[config.mk]
export PLATFORM = sky130hd
export DESIGN_NAME = fp_accumulator
export DESIGN_NICKNAME = d
export VERILOG_FILES = /design/src/rtl/fp_pkg.sv /design/src/rtl/fp_saturate.sv /design/src/rtl/fp_accumulator.sv
export SDC_FILE = /design/constraint.sdc
export NUM_CORES = 1
export LEC_CHECK = 0
export BUFFER_PORTS_ARGS = -buffer_cell sky130_fd_sc_hd__buf_2
export CORE_ASPECT_RATIO = 2
export CORE_MARGIN = 8
export CORE_UTILIZATION = 32
export CTS_CLUSTER_SIZE = 40
export DETAILED_ROUTE_END_ITERATION = 10
export GPL_ROUTABILITY_DRIVEN = 0
export PLACE_DENSITY_LB_ADDON = 0.05
export SLEW_MARGIN = 0
export SYNTH_ARGS = -nofsm -noshare
export SYNTH_HDL_FRONTEND = slang
export SYNTH_HIERARCHICAL = 1
export SYNTH_SLANG_ARGS = --single-unit
[constraint.sdc]
create_clock -name CLK -period 2.35 [get_ports CLK]
set_input_delay 0.47 -clock CLK [delete_from_list [all_inputs] [get_ports CLK]]
set_output_delay 0.47 -clock CLK [all_outputs]
set_load 0.02 [all_outputs]
[src/rtl/fp_pkg.sv]
// Shared definitions for the fixed-point filter stages.
// Holds the clog2 helper, the accumulator state encoding and the width
// formulas for the window accumulator and its saturated output.
package fp_pkg;

  // Number of bits needed to count v distinct values (clog2(1) = 0).
  function automatic int unsigned clog2(input int unsigned v);
    int unsigned r;
    r = 0;
    while ((64'd1 << r) < 64'(v)) r++;
    return r;
  endfunction

  // Accumulator states: ACC takes samples, HOLD presents a finished sum.
  typedef enum logic {
    StAcc  = 1'b0,
    StHold = 1'b1
  } state_e;

  // Enough growth bits that summing n full-range samples can never wrap.
  function automatic int unsigned acc_width(input int unsigned wi, input int unsigned wf,
                                            input int unsigned n);
    return wi + wf + clog2(n);
  endfunction

  function automatic int unsigned out_width(input int unsigned wio, input int unsigned wf);
    return wio + wf;
  endfunction

endpackage

[src/rtl/fp_saturate.sv]
// Combinational signed saturation from a wide fixed-point value to a
// narrower one with the same number of fraction bits.
//   sum_i : WIN-bit signed input
//   sat_o : WOUT-bit signed result, clamped to +max / -min on overflow
//   ovf_o : high when sat_o was clamped
module fp_saturate #(
  parameter int unsigned WIN  = 10,
  parameter int unsigned WOUT = 9,
  parameter int unsigned WF   = 4
) (
  input  logic signed [WIN-1:0]  sum_i,
  output logic signed [WOUT-1:0] sat_o,
  output logic                   ovf_o
);

  localparam int unsigned IntIn  = WIN - WF;
  localparam int unsigned IntOut = WOUT - WF;

  if (IntIn > IntOut) begin : g_sat
    localparam int unsigned Drop = IntIn - IntOut;
    logic fits;

    // Value fits when every dropped top bit equals the new sign bit.
    assign fits = (sum_i[WIN-1 -: Drop+1] == {(Drop+1){sum_i[WIN-1]}});

    always_comb begin
      ovf_o = ~fits;
      sat_o = sum_i[WOUT-1:0];
      if (!fits) begin
        sat_o = sum_i[WIN-1] ? {1'b1, {(WOUT-1){1'b0}}} : {1'b0, {(WOUT-1){1'b1}}};
      end
    end
  end else begin : g_ext
    // Output is at least as wide as the input: plain sign extension.
    assign sat_o = WOUT'(sum_i);
    assign ovf_o = 1'b0;
  end

endmodule

[src/rtl/fp_accumulator.sv]
// Windowed fixed-point accumulator. Sums N signed samples without wrapping,
// then presents the saturated sum and holds it until downstream takes it.
//   CLK, RESET_N      : clock, async active-low reset
//   CLR               : abort the current window (ignored while holding a result)
//   in_valid/in       : sample input, accepted when in_ready
//   in_ready          : high while accumulating
//   out_valid/out/OVF : completed window sum and its saturation flag
//   out_ready         : downstream accepts out; only used while holding
module fp_accumulator
  import fp_pkg::*;
#(
  parameter int unsigned WI  = 4,
  parameter int unsigned WF  = 4,
  parameter int unsigned N   = 16,
  parameter int unsigned WIO = WI + 4
) (
  input  logic                      CLK,
  input  logic                      RESET_N,
  input  logic                      CLR,
  input  logic                      in_valid,
  input  logic signed [WI+WF-1:0]   in,
  output logic                      in_ready,
  output logic                      out_valid,
  output logic signed [WIO+WF-1:0]  out,
  input  logic                      out_ready,
  output logic                      OVF
);

  localparam int unsigned InW  = WI + WF;
  localparam int unsigned AccW = acc_width(WI, WF, N);
  localparam int unsigned OutW = out_width(WIO, WF);
  localparam int unsigned CntW = clog2(N);
  localparam logic [CntW-1:0] CntLast = CntW'(N - 1);

  state_e                 state_q;
  logic signed [AccW-1:0] acc_q;
  logic [CntW-1:0]        cnt_q;
  logic signed [OutW-1:0] out_q;
  logic                   ovf_q;

  logic signed [AccW-1:0] in_ext;
  logic signed [AccW-1:0] sum_full;
  logic signed [OutW-1:0] sat_out;
  logic                   sat_ovf;

  assign in_ext   = {{(AccW-InW){in[InW-1]}}, in};
  assign sum_full = acc_q + in_ext;

  fp_saturate #(
    .WIN  (AccW),
    .WOUT (OutW),
    .WF   (WF)
  ) u_sat (
    .sum_i (sum_full),
    .sat_o (sat_out),
    .ovf_o (sat_ovf)
  );

  always_ff @(posedge CLK or negedge RESET_N) begin
    if (!RESET_N) begin
      state_q <= StAcc;
      acc_q   <= '0;
      cnt_q   <= '0;
      out_q   <= '0;
      ovf_q   <= 1'b0;
    end else begin
      unique case (state_q)
        StAcc: begin
          // CLR beats a simultaneous sample.
          if (CLR) begin
            acc_q <= '0;
            cnt_q <= '0;
          end else if (in_valid) begin
            if (cnt_q == CntLast) begin
              out_q   <= sat_out;
              ovf_q   <= sat_ovf;
              acc_q   <= '0;
              cnt_q   <= '0;
              state_q <= StHold;
            end else begin
              acc_q <= sum_full;
              cnt_q <= cnt_q + CntW'(1);
            end
          end
        end
        StHold: begin
          // Exit edge never accepts a sample: in_ready is still low here.
          if (out_ready) state_q <= StAcc;
        end
      endcase
    end
  end

  assign in_ready  = (state_q == StAcc);
  assign out_valid = (state_q == StHold);
  assign out       = out_q;
  assign OVF       = ovf_q;

endmodule

[Word-level counts from Yosys, hierarchy flattened]
Cells that the tools add are included.
Word-level totals
  input bits: 13
  output and inout bits: 15
  register bits: 29
  logic and storage cells: 23
Operators by class
  reduce and logical (&&, ||, !) cells: 3
  add/sub/neg operators: 2
  muxes and demuxes: 11
  equality and inequality tests: 1
  bitwise logic cells: 2
Operators with widths (number)
  12-bit two-way mux: 3
  12-bit by 8-bit adder with 12-bit output: 1
  4-bit two-way mux: 3
  4-bit by 1-bit adder with 4-bit output, second input constant: 1
  4-bit equality test, second input constant: 1
  1-bit two-way mux: 4
  4-bit AND reduction: 1
  1-bit inverter: 2
  1-bit case mux with 2 select lines: 1
  2-bit AND reduction: 1
  2-bit nonzero test: 1

[Depth between registers and ports, before layout]
Gate-level depths: netlist of the first run.
  word-level depth: 5
  depth in mapped cells: 10
  gate-level depth less buffers: 9

[Cells and area by module]
The synthesis of the first run kept the hierarchy.
By module, submodules not included
  fp_accumulator: area an instance 1818.0 sq um, instances 1, cells each 174, sequential area each 750.7 sq um
  fp_saturate: area an instance 101.3 sq um, instances 1, cells each 14, sequential area each 0.0 sq um

[Least setup slack after synthesis of the first run]
OpenSTA, ideal clock, no wires.
  path kind: in2reg
  start: input port in[0]
  end: register out_q[10], in the netlist out[10]
  stages on the path: 10
  data required time: 2225 ps
  slack: -12 ps
  arrival: 2237 ps
  library setup time: 125 ps
  buffers on the path: 1
  cell sequence: ha_1 -> inv_1 -> fa_1 -> nor2b_1 -> o31ai_1 -> a21oi_1 -> nor3_1 -> a211o_1 -> buf_4 -> mux2_2
Between the ends
  cells in the longest elaborated chain, start to end: 1
RTL lines
  start, declared: line fp_accumulator.sv:21  | input logic signed [WI+WF-1:0] in,
  12-bit by 8-bit adder with 12-bit output: line fp_accumulator.sv:47  | assign sum_full = acc_q + in_ext;
  net sum_full[10]: line fp_accumulator.sv:42  | logic signed [AccW-1:0] sum_full;
  end signal, assigned: line fp_accumulator.sv:75  | out_q <= sat_out;
  end, declared: line fp_accumulator.sv:38  | logic signed [OutW-1:0] out_q;
The timed path passes the listed nets, and every way through them passes these cells.
A chain may end at the register's enable or synchronous reset.

[Worst setup path in the final report of the first run]
  start: register acc_q[0]
  end: register out_q[10], in the netlist out[10]
Between the ends
  cells in the longest elaborated chain, start to end: 1
RTL lines
  start, declared: line fp_accumulator.sv:36  | logic signed [AccW-1:0] acc_q;
  start signal, assigned: line fp_accumulator.sv:81  | acc_q <= sum_full;
  12-bit by 8-bit adder with 12-bit output: line fp_accumulator.sv:47
  net sum_full[10]: line fp_accumulator.sv:42
The timed path passes the listed nets, and every way through them passes these cells.

==> impl_metrics.yaml, run 1 <==
status:
  status: "finished, final reports clean"
job:
  drv_cap: 0
critical_path:
  critical_path_class: "reg2reg"
  worstPathMaxFanout: 3
  crit_arrival_ns: 2.38
  worstSetupStartpointType: "register"
  critical_path_required_ns: 2.51
  critPathCaptureType: "register"
sta:
  maxSlewViolCount: 0
  grt_setup_unrepaired: "false"
  whs_ns: 0.244
  hold_viol_final: 0
  skew_ns: 0.00192
  setup-violations-final: 0
  period_share_pct: 94.2
  fmax_mhz: 452
  post-route-min-period_ns: 2.21
  slew_headroom_pct: 52.8
  worst_pin_slew_ns: 0.709
clock_network:
  post_cts_resized: 0
  htreeDepth: 2
  cts_buffers: 5
  post_cts_buffers: 0
  root_buffer: "clkbuf_16"
  cts_tree: "built"
  numClockSinks: 30
  clk_pin_slew_worst_paths_ns: 0.05
  clk_latency_ns: 0.28
  clockBufferDepth: 2
  hold_buffers: 0
routing:
  first_pass_iters: 5
  final_antenna_net_count: 0
  drcViolationCount: 0
  viasPerCell: 5.22
  wire_per_inst_microns: 16.5
  drt_wl_total_mm: 4.63
  via_count: 1466
  drt_iter0_drc: 76
yosys:
  ys_async_sr_fraction_pct: 100
  synthCells: 188
  syn_nets: 214
  synth_edf_count: 0
  syn_area_per_cell_sq_um: 10.2
  ys_warn_count: 6
  ys_seq_elements: 30
  synthTopCellsByArea: "dfrtp_1, ha_1, mux2_2"
  yosys.area.top_type: "dfrtp_1"
  yosysTopAreaCellShare_pct: 39.1
  ys.flop_type: "dfrtp_1"
  ys_seq_area_share_pct: 39.1
  synth_area_sq_mm: 0.00192
  synth.distinct_cells: 48
floorplan:
  die_height_microns: 126
  die_x_microns: 70.8
  die_area_sq_mm: 0.00888
  initial_utilization_pct: 32.5
  num_rows: 40
  ios: 28
  coreArea_sq_mm: 0.00591
layout:
  num-nets-final: 243
  postLayoutCoreUtil_pct: 38.2
  final_cells: 281
  synthToLayoutAreaGrowth_pct: 17.6
  drive_above_1_share_pct: 30.7
  insertedDiodeCount: 0
  final_common_cell: "dfrtp_1"
  fillCellCount: 638
  layout_common_cells: "dfrtp_1, buf_2, nand2_1"
place:
  hpwl_mm: 3.51
  port_buffers: 27
  dp_cells: 273
global_route:
  grt_first_pass_wirelength_mm: 7.85
  grt_overflow: 0
  grt_max_degree: 31
  antenna_found_initial: 0
  grt.total_usage_pct: 11.4
  grt_pass1_vias: 1626
power_and_ir_drop:
  leakagePower_nw: 1.12
  power.density_mw_per_mm2: 743
  ir_drop_v: 0.000507
  power_mw: 1.68
worst_hold_path:
  min_path_type: "in2async"
-- sequential cells by signal, indices dropped and copies added (netlist names) --
register / count
out_valid: 1
out: 12
acc_q: 12
OVF: 1
cnt_q: 4
-- worst paths after layout --
| kind | start | slack, ns | cells after the start | to |
|---|---|---|---|---|
| min in group CLK | out_ready | 0.36 | 2 | out_valid |
| worst max register to register | acc_q[0] | 0.14 | 9 | out[10] |
| worst max-delay path | acc_q[0] | 0.14 | 9 | out[10] |
| worst min register to register | cnt_q[3] | 0.49 | 1 | cnt_q[3] |
| worst min-delay path | RESET_N | 0.24 | 1 | out[5] |
| max in group asynchronous | RESET_N | 1.65 | 1 | cnt_q[2] |
-- layout make-up --
type | count | area (sq um) | area share (%)
clock buffers | 7 | 143 | 6.32
clock inverters | 1 | 5.00 | 0.222
inverters | 7 | 26.3 | 1.16
multi-input cells | 134 | 1030 | 45.6
flip-flops and latches | 30 | 751 | 33.3
well taps | 63 | 78.8 | 3.49
repair buffers | 39 | 225 | 9.98
-- Yosys cell counts (2+ instances only) --
master     count
o21a_1         3
nand2b_1       3
buf_2          3
mux2_2        13
a21oi_1        7
inv_1          7
xnor2_1        6
nand3_1        3
a31oi_1        3
mux2i_1        2
a221o_1        2
nor2_1         9
a22o_1         7
o21ai_0       12
ha_1          12
o2111ai_1      3
nor2b_1        3
nand2_1       14
and3_1         3
o211ai_1       2
nor3_1         2
o31ai_1        2
buf_4         13
dfrtp_1       30
-- critical path, cell delays in order (launching register included) --
cell,delay (ns)
dfrtp_1,0.38
ha_1,0.20
inv_1,0.07
fa_2,0.19
nor2b_1,0.07
o31ai_1,0.34
a21oi_1,0.18
buf_4,0.17
a211o_1,0.25
mux2_2,0.25
-- layer usage --
metal	global-route usage [%]	share of wire (%)	routed length, microns
met5	0	0	0
met4	7.05	3.1	144
met3	3.28	4.2	195
met2	19.1	50	2320
met1	12.1	42	1970
-- cells by family after synthesis --
kind of cell,Yosys count,share of synthesized area [%]
buf+inv,24,7.43
xor+xnor,7,3.19
mux,15,8.67
compound gates,54,20.7
other cells,1,0.195
fa+ha+maj,13,8.87
flops,30,39.1
simple gates,44,11.9
-- power by group --
| part | leakage, nW | switching (mW) | internal [mW] | total (mW) |
|---|---|---|---|---|
| clock | 0.0739 | 0.231 | 0.419 | 0.650 |
| combinational | 0.649 | 0.238 | 0.198 | 0.436 |
| sequential | 0.402 | 0.0305 | 0.560 | 0.590 |
| total | 1.12 | 0.499 | 1.18 | 1.68 |
-- metrics by stage --
step                      TNS [ns]  setup slack (ns)  instance area (sq um)
after floorplan                  0            0.0211                   1920
after global placement      -0.100            -0.100                   2110
after detailed placement   -0.0640           -0.0640                   2110
after CTS                        0             0.122                   2260
after global routing             0           0.00391                   2260
final                            0             0.137                   2260
Power figures use the tool's default switching activity.
==> inputs of run 2 (changes only) <==
--- a/config.mk
+++ b/config.mk
@@ -5,7 +5,7 @@
 export SDC_FILE = /design/constraint.sdc
 export NUM_CORES = 1
 export LEC_CHECK = 0
-export BUFFER_PORTS_ARGS = -buffer_cell sky130_fd_sc_hd__buf_2
+export BUFFER_PORTS_ARGS = -buffer_cell sky130_fd_sc_hd__buf_4
 export CORE_ASPECT_RATIO = 2
 export CORE_MARGIN = 8
 export CORE_UTILIZATION = 32
==> impl_metrics.yaml, run 2 (synthesis gave the netlist of run 1 again) <==
sta:
  fmax_mhz: 471
  maxSlewViolCount: 0
  setup_ws_ns: 0.228
  post-route-min-period_ns: 2.12
  skew_ns: 0.00319
  period_share_pct: 90.3
  hold_viol_final: 0
  setup-violations-final: 0
  whs_ns: 0.131
  grt_setup_unrepaired: "false"
floorplan:
  die_height_microns: 126
  die_x_microns: 70.8
  num_rows: 40
  die_area_sq_mm: 0.00888
  coreArea_sq_mm: 0.00591
  ios: 28
  initial_utilization_pct: 32.5
global_route:
  grt_first_pass_wirelength_mm: 7.69
  grt.total_usage_pct: 10.8
  grt_max_degree: 31
  antenna_found_initial: 0
  grt_overflow: 0
  grt_pass1_vias: 1549
critical_path:
  critical_path_class: "reg2reg"
  worst_path_largest_cell_delay_ns: 0.38
  worstSetupStartpointType: "register"
  cp_slowest_cell: "dfrtp_1"
  crit_arrival_ns: 2.27
  worstPathMaxFanout: 3
  r2r_slack_ns: 0.23
  critical_path_required_ns: 2.50
  worstPathCellList: "ha_1 -> inv_1 -> fa_2 -> nor2b_2 -> o31ai_2 -> a21oi_1 -> buf_4 -> a211o_1 -> mux2_2"
  critPathCaptureType: "register"
power_and_ir_drop:
  leakagePower_nw: 1.13
  power.density_mw_per_mm2: 704
  ir_drop_v: 0.000261
  power_mw: 1.63
routing:
  wire_per_inst_microns: 16.0
  drt_iter0_drc: 52
  viasPerCell: 5.21
  first_pass_iters: 4
  drt_wl_total_mm: 4.46
  drcViolationCount: 0
  final_antenna_net_count: 0
  via_count: 1454
job:
  drv_cap: 0
layout:
  stdcell_area_sq_mm: 0.00232
  num-nets-final: 242
  layout_common_cells: "buf_4, dfrtp_1, nand2_1"
  insertedDiodeCount: 0
  fillCellCount: 613
  drive_above_1_share_pct: 31.9
  synthToLayoutAreaGrowth_pct: 20.7
  multi_input_area_sq_mm: 0.00104
  final_common_cell: "buf_4"
  seq_area_sq_um: 751
place:
  placed_area_sq_mm: 0.00217
  port_buffers: 27
  hpwl_mm: 3.39
  place_ws_ns: -0.104
clock_network:
  clk_pin_slew_worst_paths_ns: 0.05
  post_cts_buffers: 0
  htreeDepth: 2
  numClockSinks: 30
  cts_buffers: 5
  clk_latency_ns: 0.27
  root_buffer: "clkbuf_16"
  clockBufferDepth: 2
  cts_tree: "built"
worst_hold_path:
  min_path_type: "in2async"
status:
  status: "finished, final reports clean"
==> run 2: timing repair <==
action,4_1_cts,5_1_grt
resized for setup,0,3
endpoints found under the hold margin,0,0
setup endpoints to repair,0,2
hold buffers,0,0
==> run 2: report_power, final <==
part	total (mW)	switching (mW)	leakage [nW]	internal [mW]
clock	0.590	0.209	0.0694	0.381
combinational	0.451	0.240	0.658	0.211
sequential	0.591	0.0307	0.402	0.560
==> run 2: final cells by class <==
type / count / share of cell area [%]
Tap cell: 63 / 3.40
Clock inverter: 2 / 0.432
Multi-Input combinational cell: 134 / 44.9
Sequential cell: 30 / 32.4
Timing Repair Buffer: 38 / 12.3
Clock buffer: 5 / 5.40
Inverter: 7 / 1.13
==> run 2: per-stage QoR <==
step	util, %	instances	TNS (ns)
after CTS	39.0	279	0
final	39.2	279	0
after detailed placement	36.7	272	-0.104
after global routing	39.2	279	0
after global placement	36.7	272	-0.138
after floorplan	-	188	0
==> run 2: worst max-delay path, delay by kind of cell, from the launching register on <==
family / cells / cell delay (ns)
compound gates: 3 / 0.66
fa+ha+maj: 2 / 0.41
flops: 1 / 0.38
mux: 1 / 0.25
buf+inv: 2 / 0.24
simple gates: 1 / 0.06
==> run 2: metal layers <==
| layer | GRT usage [%] | up-vias | wire length [microns] | part of all wire, % |
|---|---|---|---|---|
| li1 | - | 730 | - | - |
| met1 | 12.6 | 693 | 2030 | 45 |
| met2 | 18.5 | 25 | 2220 | 50 |
| met3 | 2.40 | 6 | 136 | 3.1 |
| met4 | 4.08 | 0 | 75 | 1.7 |
| met5 | 0 | - | 0 | 0 |
==> run 2: final timing paths <==
kind / startpoint / to / cells after the start
min: RESET_N / out[3] / 1
min in group CLK: out_ready / out_valid / 2
min reg2reg: acc_q[6] / acc_q[6] / 2
max in group asynchronous: RESET_N / acc_q[10] / 1
max reg2reg: acc_q[0] / out[10] / 9
max: acc_q[0] / out[10] / 9
==> inputs of run 3 (changes only) <==
--- a/config.mk
+++ b/config.mk
@@ -5,13 +5,14 @@
 export SDC_FILE = /design/constraint.sdc
 export NUM_CORES = 1
 export LEC_CHECK = 0
-export BUFFER_PORTS_ARGS = -buffer_cell sky130_fd_sc_hd__buf_4
+export BUFFER_PORTS_ARGS = -buffer_cell sky130_fd_sc_hd__buf_2
 export CORE_ASPECT_RATIO = 2
 export CORE_MARGIN = 8
 export CORE_UTILIZATION = 32
 export CTS_CLUSTER_SIZE = 40
 export DETAILED_ROUTE_END_ITERATION = 10
 export GPL_ROUTABILITY_DRIVEN = 0
+export MAX_ROUTING_LAYER = met4
 export PLACE_DENSITY_LB_ADDON = 0.05
 export SLEW_MARGIN = 0
 export SYNTH_ARGS = -nofsm -noshare
==> impl_metrics.yaml, run 3 (synthesis gave the netlist of run 1 again) <==
status:
  status: "finished, final reports clean"
routing:
  drcViolationCount: 0
  via_count: 1468
  drt_iter0_drc: 76
  wire_per_inst_microns: 16.5
  first_pass_iters: 5
  drt_wl_total_mm: 4.63
  viasPerCell: 5.22
  final_antenna_net_count: 0
clock_network:
  post_cts_resized: 0
  htreeDepth: 2
  hold_buffers: 0
  numClockSinks: 30
  clk_pin_slew_worst_paths_ns: 0.05
  cts_tree: "built"
  cts_buffers: 5
  clk_latency_ns: 0.28
  root_buffer: "clkbuf_16"
  clockBufferDepth: 2
  post_cts_buffers: 0
sta:
  fmax_mhz: 452
  period_share_pct: 94.2
  grt_setup_unrepaired: "false"
  slew_headroom_pct: 52.8
  skew_ns: 0.00191
  hold_viol_final: 0
  maxSlewViolCount: 0
  setup-violations-final: 0
  worst_pin_slew_ns: 0.709
  post-route-min-period_ns: 2.21
floorplan:
  die_area_sq_mm: 0.00888
  initial_utilization_pct: 32.5
  die_height_microns: 126
  die_x_microns: 70.8
  coreArea_sq_mm: 0.00591
  ios: 28
  num_rows: 40
critical_path:
  critical_path_class: "reg2reg"
  critical_path_required_ns: 2.51
  worstSetupStartpointType: "register"
  crit_arrival_ns: 2.38
  critPathCaptureType: "register"
  r2r_slack_ns: 0.14
  r2r_cells: 9
  worstPathMaxFanout: 3
  r2r_start: "acc_q[0]"
  rr_endpoint: "out[10]"
job:
  drv_cap: 0
global_route:
  grt_first_pass_wirelength_mm: 7.85
  grt.total_usage_pct: 11.7
  grt_pass1_vias: 1626
  grt_overflow: 0
  antenna_found_initial: 0
  grt_max_degree: 31
power_and_ir_drop:
  power_mw: 1.68
  p_seq_share_pct: 35.2
  netSwitchingPower_mw: 0.499
  pwr-share-comb_pct: 26.0
  ir_drop_v: 0.000507
  power.density_mw_per_mm2: 743
  pwr-share-clk_pct: 38.8
  leakagePower_nw: 1.12
  netSwitchingFraction_pct: 29.8
  internal_power_mw: 1.18
layout:
  num-nets-final: 243
  final_common_cell: "dfrtp_1"
  drive_above_1_share_pct: 30.7
  insertedDiodeCount: 0
  stdcell_area_sq_mm: 0.00226
  layout_common_cells: "dfrtp_1, buf_2, nand2_1"
  synthToLayoutAreaGrowth_pct: 17.6
place:
  hpwl_mm: 3.51
  port_buffers: 27
  placed_area_sq_mm: 0.00211
worst_hold_path:
  min_path_type: "in2async"
[run 3: per-layer routing]
layer | up-vias | share of wire [%] | global-route usage [%]
met5 | - | 0 | -
met4 | 0 | 3.0 | 7.05
met3 | 8 | 3.9 | 3.12
met2 | 25 | 50 | 19.1
met1 | 705 | 43 | 12.2
li1 | 730 | - | -
[run 3: worst max-delay path, cell delays in order, from the launching register on]
cell and delay (ns):
dfrtp_1 0.38, ha_1 0.20, inv_1 0.07, fa_2 0.19
nor2b_1 0.07, o31ai_1 0.34, a21oi_1 0.18, buf_4 0.17
a211o_1 0.25, mux2_2 0.25
[run 3: layout make-up]
type                       count  area [sq um]
fill                         638          3650
multi-input combinational    134          1030
sequential                    30           751
timing repair buffer          39           225
clock buffer                   7           143
tap                           63          78.8
inverter                       7          26.3
clock inverter                 1          5.00
[run 3: worst max-delay path by stage]
stage                  start      end  slack, ns  cells past startpoint
global placement       in[0]  out[10]      -0.10                     10
floorplan              in[0]  out[10]       0.02                     10
finish              acc_q[0]  out[10]       0.14                      9
global route        acc_q[0]  out[10]      0.004                      9
detailed placement     in[0]  out[10]      -0.06                     10
CTS                 acc_q[0]  out[10]       0.12                      9
[run 3: stage by stage]
stage          hold slack, ns  std cells  TNS, ns  utilization, %  setup WS, ns
4_1_cts                 0.271        281        0            38.2         0.122
2_1_floorplan           0.174        188        0               -        0.0211
5_1_grt                 0.305        281        0            38.2       0.00390
3_3_place_gp            0.480        273   -0.100            35.7        -0.100
6_report                0.244        281        0            38.2         0.137
3_5_place_dp            0.485        273  -0.0640            35.7       -0.0640
[run 3: power by group through the flow]
| stage | Combinational, mW | Sequential (mW) | Clock [mW] |
|---|---|---|---|
| after floorplan | 0.383 | 0.602 | 0 |
| after global placement | 0.439 | 0.599 | 0 |
| after detailed placement | 0.440 | 0.599 | 0 |
| after CTS | 0.443 | 0.591 | 0.669 |
| after global routing | 0.494 | 0.597 | 0.681 |
| final | 0.436 | 0.590 | 0.650 |
